--- src/rtl/vga_row_fetch.sv ---
// vga_row_fetch: VGA timing counters plus per-line row-word prefetch and double buffer.
// Define VGA_ROW_FETCH_BLANK_ON_UNDERRUN_EN to blank vdata on underrun (default: repeat prior row).
module vga_row_fetch #(
    parameter int HTOTAL  = 800,
    parameter int VTOTAL  = 525,
    parameter int HACTIVE = 640,
    parameter int VACTIVE = 480,
    parameter int ROW_DIV = 20,
    parameter int AW      = 5
) (
    input  logic          dclk,
    input  logic          clr_n,
    output logic          mem_req,
    output logic [AW-1:0] mem_addr,
    input  logic          mem_ack,
    input  logic [63:0]   mem_rdata,
    output logic [63:0]   vdata,
    output logic [9:0]    hc,
    output logic [9:0]    vc,
    output logic          line_valid,
    output logic          underrun
);

    typedef enum logic [1:0] {
        IDLE,
        REQ,
        LATE
    } state_t;

    localparam logic [9:0] HEND   = 10'(HTOTAL - 1);
    localparam logic [9:0] VEND   = 10'(VTOTAL - 1);
    localparam logic [9:0] VPRE   = 10'(VTOTAL - 2);
    localparam logic [9:0] HACT   = 10'(HACTIVE);
    localparam logic [9:0] VACT   = 10'(VACTIVE);
    localparam logic [9:0] SUBMAX = 10'(ROW_DIV - 1);
    // Row/remainder of target line 1 (the target right after reset or a frame wrap).
    localparam logic [9:0] T1ROW  = (ROW_DIV == 1) ? 10'd1 : 10'd0;
    localparam logic [9:0] T1SUB  = (ROW_DIV == 1) ? 10'd0 : 10'd1;

    state_t        state;
    state_t        state_nx;
    logic          h_end;
    logic          v_end;
    logic [9:0]    tline;
    logic          t_act;
    logic [9:0]    trow;
    logic [9:0]    tsub;
    logic [AW-1:0] row;
    logic [63:0]   shadow;
    logic [AW-1:0] srow;
    logic          svalid;
    logic          hit;
    logic          launch;

    assign h_end      = (hc == HEND);
    assign v_end      = (vc == VEND);
    assign tline      = v_end ? 10'd0 : vc + 10'd1;
    assign t_act      = (tline < VACT);
    assign row        = trow[AW-1:0];
    assign hit        = svalid && (srow == row);
    assign launch     = (state == IDLE) && (hc == HACT) && t_act && !hit;
    assign line_valid = (hc < HACT) && (vc < VACT);
    assign underrun   = h_end && t_act && !hit;

    // Horizontal and vertical raster counters.
    always_ff @(posedge dclk or negedge clr_n) begin
        if (!clr_n) begin
            hc <= '0;
            vc <= '0;
        end else if (h_end) begin
            hc <= '0;
            vc <= v_end ? 10'd0 : vc + 10'd1;
        end else begin
            hc <= hc + 10'd1;
        end
    end

    // Target row tracked incrementally: trow/tsub = divmod of next line by ROW_DIV.
    always_ff @(posedge dclk or negedge clr_n) begin
        if (!clr_n) begin
            trow <= T1ROW;
            tsub <= T1SUB;
        end else if (h_end) begin
            if (v_end) begin
                trow <= T1ROW;
                tsub <= T1SUB;
            end else if (vc == VPRE) begin
                trow <= '0;
                tsub <= '0;
            end else if (tsub == SUBMAX) begin
                trow <= trow + 10'd1;
                tsub <= '0;
            end else begin
                tsub <= tsub + 10'd1;
            end
        end
    end

    // Fetch FSM state register.
    always_ff @(posedge dclk or negedge clr_n) begin
        if (!clr_n) state <= IDLE;
        else        state <= state_nx;
    end

    // Fetch FSM next-state logic; a late ack only closes the transfer.
    always_comb begin
        state_nx = state;
        unique case (state)
            IDLE: if (launch) state_nx = REQ;
            REQ: begin
                if (mem_ack)    state_nx = IDLE;
                else if (h_end) state_nx = LATE;
            end
            LATE: if (mem_ack) state_nx = IDLE;
            default: state_nx = IDLE;
        endcase
    end

    // Fetch FSM outputs.
    always_comb begin
        mem_req = (state != IDLE);
    end

    // Address launch and shadow capture; only an in-time ack fills the shadow.
    always_ff @(posedge dclk or negedge clr_n) begin
        if (!clr_n) begin
            mem_addr <= '0;
            shadow   <= '0;
            srow     <= '0;
            svalid   <= 1'b0;
        end else if (launch) begin
            mem_addr <= row;
            svalid   <= 1'b0;
        end else if (state == REQ && mem_ack) begin
            shadow <= mem_rdata;
            srow   <= row;
            svalid <= 1'b1;
        end
    end

    // Present the buffered word at the line boundary.
    always_ff @(posedge dclk or negedge clr_n) begin
        if (!clr_n) begin
            vdata <= '0;
        end else if (h_end && t_act) begin
            if (hit) vdata <= shadow;
`ifdef VGA_ROW_FETCH_BLANK_ON_UNDERRUN_EN
            else     vdata <= '0;
`endif
        end
    end

endmodule

--- config.mk ---
export PLATFORM = sky130hd
export DESIGN_NAME = vga_row_fetch
export DESIGN_NICKNAME = d
export VERILOG_FILES = /design/src/rtl/vga_row_fetch.sv
export SDC_FILE = /design/constraint.sdc
export NUM_CORES = 1
export LEC_CHECK = 0
export BUFFER_PORTS_ARGS = -buffer_cell sky130_fd_sc_hd__buf_2
export CORE_ASPECT_RATIO = 1.2
export CORE_MARGIN = 3
export CORE_UTILIZATION = 52
export CTS_BUF_LIST = sky130_fd_sc_hd__clkbuf_8
export DETAILED_ROUTE_END_ITERATION = 8
export HOLD_SLACK_MARGIN = 0.03
export PLACE_DENSITY = 0.87
export SLEW_MARGIN = 0
export SYNTH_ARGS = -nofsm -noshare
export SYNTH_HDL_FRONTEND = slang
export SYNTH_SLANG_ARGS = --single-unit
--- constraint.sdc ---
create_clock -name dclk -period 4.7 [get_ports dclk]
set_input_delay 0.47 -clock dclk [delete_from_list [all_inputs] [get_ports dclk]]
set_output_delay 0.47 -clock dclk [all_outputs]
set_load 0.01 [all_outputs]
==> metrics.json <==
{
  "critPathRequiredTime": {"value": 4230, "unit": "ps"},
  "setup_violations": {"value": 0},
  "post_synth_and_or_nand_nor_area_fraction": {"value": 8.067, "unit": "%"},
  "final.period_utilization": {"value": 58.21, "unit": "%"},
  "top_level_ports": {"value": 159},
  "setup-tns-final": {"value": 0, "unit": "ps"},
  "yosysTopAreaCell": {"value": "sky130_fd_sc_hd__dfrtp_1"},
  "detail_route.vias_per_cell": {"value": 5.479},
  "footprint_of_the_multi_input_gates": {"value": 2980, "unit": "um2"},
  "design_power_total": {"value": 2.575, "unit": "mW"},
  "ctsResizeCount": {"value": 0},
  "class_of_the_worst_hold_path": {"value": "input pin to asynchronous set/reset pin"},
  "synth.mux.area_fraction": {"value": 24.00, "unit": "%"},
  "seq_area_frac_synth": {"value": 58.32, "unit": "%"},
  "postSynthCellCount": {"value": 527},
  "synth_top_area_share": {"value": 57.98, "unit": "%"},
  "r2r_slack": {"value": 2100, "unit": "ps"},
  "tritoncts_clock_tree": {"value": "built"},
  "final_count_of_pins_violating_max_slew": {"value": 0},
  "post_synth_num_cell_types": {"value": 49},
  "timing.final.crit_period": {"value": 2736, "unit": "ps"},
  "htreeDepth": {"value": 4},
  "fillers": {"value": 1057},
  "netlist_area": {"value": 7553, "unit": "um2"},
  "net_count_synth": {"value": 600},
  "grt_overflow": {"value": 0},
  "dp.final_hpwl": {"value": 10640, "unit": "um"},
  "net_switching_power_of_the_design": {"value": 605.9, "unit": "uW"},
  "wl_per_instance": {"value": 17.42, "unit": "um"},
  "status": {"value": "finished, final reports clean"},
  "cp_cell_sequence": {"value": "ha_1, nand4_1, xnor2_1, a22oi_2, nand2_1, nor3_1, buf_2"},
  "critical_path.endpoint": {"value": "underrun"},
  "post_synth_fa_ha_maj_area_fraction": {"value": 0.9939, "unit": "%"},
  "synth_enable_flop_cells": {"value": 0},
  "postCtsSetupBuffers": {"value": 0},
  "register_area": {"value": 4405, "unit": "um2"},
  "post_synth_xor_area_fraction": {"value": 1.739, "unit": "%"},
  "category_of_the_critical_setup_timing_path": {"value": "register to output port"},
  "critical_path_arrival": {"value": 2270, "unit": "ps"},
  "hold_slack": {"value": 172.8, "unit": "ps"},
  "clock_skew": {"value": 10.00, "unit": "ps"},
  "antennaDiodeCount": {"value": 0},
  "standard_cell_with_the_maximum_stage_delay_on_the_critical_path": {"value": "sky130_fd_sc_hd__dfrtp_1"},
  "grt_first_pass_wirelength": {"value": 24600, "unit": "um"},
  "timing.final.hold_violations": {"value": 0},
  "gp_congestion": {"value": 0.8487},
  "synth_compound_gate_area_share": {"value": 4.555, "unit": "%"},
  "clk_pin_slew": {"value": 90, "unit": "ps"},
  "detailedRoute.firstIterationViolations": {"value": 372},
  "layout-drive-gt1-share": {"value": 50.00, "unit": "%"},
  "cts.path.max_buffers": {"value": 2},
  "flow.area_growth_from_synthesis": {"value": 17.28, "unit": "%"},
  "leakagePower": {"value": 4.924, "unit": "nW"},
  "synth.ff_latch_count": {"value": 176},
  "core-area": {"value": 14000, "unit": "um2"},
  "drt_drc_violations_left": {"value": 0},
  "ant_nets": {"value": 0},
  "grt_max_degree": {"value": 120},
  "tritoncts_num_sinks": {"value": 176},
  "floorplan.initialDensity": {"value": 53.97, "unit": "%"},
  "port_buffers": {"value": 158},
  "crit_start": {"value": "vc[1]"},
  "ff2ff_path_depth": {"value": 5},
  "worst_pin_slew": {"value": 1037, "unit": "ps"},
  "relSlewSlack": {"value": 30.84, "unit": "%"},
  "clkPwrFrac": {"value": 38.9, "unit": "%"},
  "rsz0062_at_grt": {"value": "false"},
  "slowest_delay": {"value": 410, "unit": "ps"},
  "synth_top_flop_cell": {"value": "sky130_fd_sc_hd__dfrtp_1"},
  "asyncSetResetFlopFracSynth": {"value": 100.0, "unit": "%"},
  "first_pass_iters": {"value": 4},
  "worstSkewPairLatency": {"value": 440, "unit": "ps"},
  "power_switching_share": {"value": 23.53, "unit": "%"},
  "grt_antenna_before_repair": {"value": 0},
  "fin_nets": {"value": 758},
  "die_area": {"value": 16010, "unit": "um2"},
  "detailroute.via_count": {"value": 4761},
  "timing.fmax": {"value": 0.3655, "unit": "GHz"},
  "synth_top_family_by_area": {"value": "multiplexers"},
  "cts_root_buffer": {"value": "sky130_fd_sc_hd__clkbuf_8"},
  "critical_path.startpoint_type": {"value": "register"},
  "crit_path_max_fanout": {"value": 5},
  "numCtsBuffers": {"value": 17},
  "gr-usage-all-layers": {"value": 19.22, "unit": "%"},
  "regToRegStartpoint": {"value": "vc[4]"},
  "cts_hold_buffers": {"value": 0},
  "syn_avg_cell_area": {"value": 14.33, "unit": "um2"},
  "die_w": {"value": 116.0, "unit": "um"},
  "ys_warn_count": {"value": 0},
  "maximum_resistive_drop_on_vdd": {"value": 0.1543, "unit": "mV"},
  "finalWirelength": {"value": 15140, "unit": "um"},
  "vias_in_the_first_global_route": {"value": 4914},
  "combinationalPowerShare": {"value": 2.3, "unit": "%"},
  "post_synth_main_area_contributors": {"value": "sky130_fd_sc_hd__dfrtp_1 (58%), sky130_fd_sc_hd__mux2_2 (12%), sky130_fd_sc_hd__mux2_4 (12%)"},
  "chipHeight": {"value": 138.0, "unit": "um"},
  "p_seq_share": {"value": 58.8, "unit": "%"},
  "internal_power": {"value": 1.969, "unit": "mW"},
  "worst_setup_path_end_kind": {"value": "output port"},
  "rows": {"value": 47},
  "r2r_end": {"value": "tsub[3]"},
  "powerDensity": {"value": 290.6, "unit": "nW/um2"},
  "maxCapViolations": {"value": 0}
}
==> state kept, by name, indices dropped and copies added, names as in the netlist <==
name,count
hc,10
svalid,1
vdata,64
trow,5
shadow,64
mem_addr,5
vc,10
state,2
tsub,10
srow,5
==> layout by cell type, fill, tap and decap left out, drive strengths merged, types with 8 or more instances in the layout <==
cell type	netlist	layout
o21ai	27	27
clkbuf	4	17
mux2	141	141
nand2	21	21
buf	20	163
inv	8	16
dfrtp	175	175
and3	10	10
nor2	17	17
nor3	10	10
nand3	14	14
xnor2	8	8
==> cells by family (layout without fill, tap and decap cells) <==
logic type / count (synthesis) / in the layout
AND/OR/NAND/NOR: 106 / 106
buffers and inverters: 32 / 203
AO/OA/AOI/OAI: 51 / 51
flip-flops: 176 / 176
XOR/XNOR: 15 / 15
multiplexers: 141 / 141
adder cells (fa/ha/maj): 6 / 6
==> cells in the mapped netlist (2+ instances only) <==
cell                       instances
sky130_fd_sc_hd__a21o_1            2
sky130_fd_sc_hd__a21oi_1           6
sky130_fd_sc_hd__a22o_1            3
sky130_fd_sc_hd__a31o_2            2
sky130_fd_sc_hd__and2_1            2
sky130_fd_sc_hd__and3_1           10
sky130_fd_sc_hd__and4_1            5
sky130_fd_sc_hd__buf_1             6
sky130_fd_sc_hd__buf_2             8
sky130_fd_sc_hd__buf_6             6
sky130_fd_sc_hd__clkbuf_1          4
sky130_fd_sc_hd__dfrtp_1         175
sky130_fd_sc_hd__ha_1              6
sky130_fd_sc_hd__inv_1             8
sky130_fd_sc_hd__mux2_2           81
sky130_fd_sc_hd__mux2_4           60
sky130_fd_sc_hd__nand2_1          21
sky130_fd_sc_hd__nand2b_1          6
sky130_fd_sc_hd__nand3_1          14
sky130_fd_sc_hd__nand4_1           6
sky130_fd_sc_hd__nor2_1           17
sky130_fd_sc_hd__nor2b_1           2
sky130_fd_sc_hd__nor3_1           10
sky130_fd_sc_hd__nor4_1            2
sky130_fd_sc_hd__o21a_1            2
sky130_fd_sc_hd__o21ai_0          27
sky130_fd_sc_hd__xnor2_1           8
sky130_fd_sc_hd__xor2_1            7
==> critical path: cells and delay by family (launching register included) <==
kind / cells / cell delay [ps]
compound gates: 1 / 330
xor+xnor: 1 / 170
fa+ha+maj: 1 / 230
buf+inv: 1 / 200
flops: 1 / 410
simple gates: 3 / 480
==> power by group through the flow <==
stage / clock network (mW) / registers [mW] / logic [mW]
finish: 1.00 / 1.51 / 0.0590
global placement: 0 / 1.54 / 0.0591
global route: 1.11 / 1.51 / 0.0675
floorplan: 0 / 1.54 / 0.000788
detailed placement: 0 / 1.54 / 0.0617
CTS: 1.03 / 1.51 / 0.0619
==> through the flow <==
step,area (um2),std cells,worst slack (ps),util [%]
3_5_place_dp,8477,837,2143,60.57
3_3_place_gp,8477,837,2202,60.57
6_report,8859,869,1964,63.29
4_1_cts,8859,869,1924,63.29
5_1_grt,8859,869,1828,63.29
2_1_floorplan,7553,527,2419,-
==> worst min path at each step <==
stage / end / slack [ps] / cells past startpoint / startpoint
after floorplan: hc[0] / 170 / 0 / clr_n
final: vdata[15] / 170 / 1 / clr_n
after CTS: vdata[15] / 200 / 1 / clr_n
after global routing: shadow[57] / 220 / 2 / mem_rdata[57]
after global placement: vdata[18] / 480 / 1 / shadow[18]
after detailed placement: vdata[47] / 490 / 1 / vdata[47]
==> area by class of cell <==
class                           instances  area share, %
Sequential cell                       176          49.73
Multi-Input combinational cell        319          33.64
Timing Repair Buffer                  163          9.562
Clock buffer                           17          2.641
Tap cell                              171          2.415
Clock inverter                         15          1.667
Inverter                                8         0.3390
==> metal layers <==
metal  track usage [%]  vias to the layer above  wire length, um
met1             24.46                     2398             6396
met5                 0                        -                0
met4             6.109                        0              238
met3             3.977                       18              726
li1                  -                     2208                -
met2             32.74                      137             7777
Power figures use the tool's default switching activity.
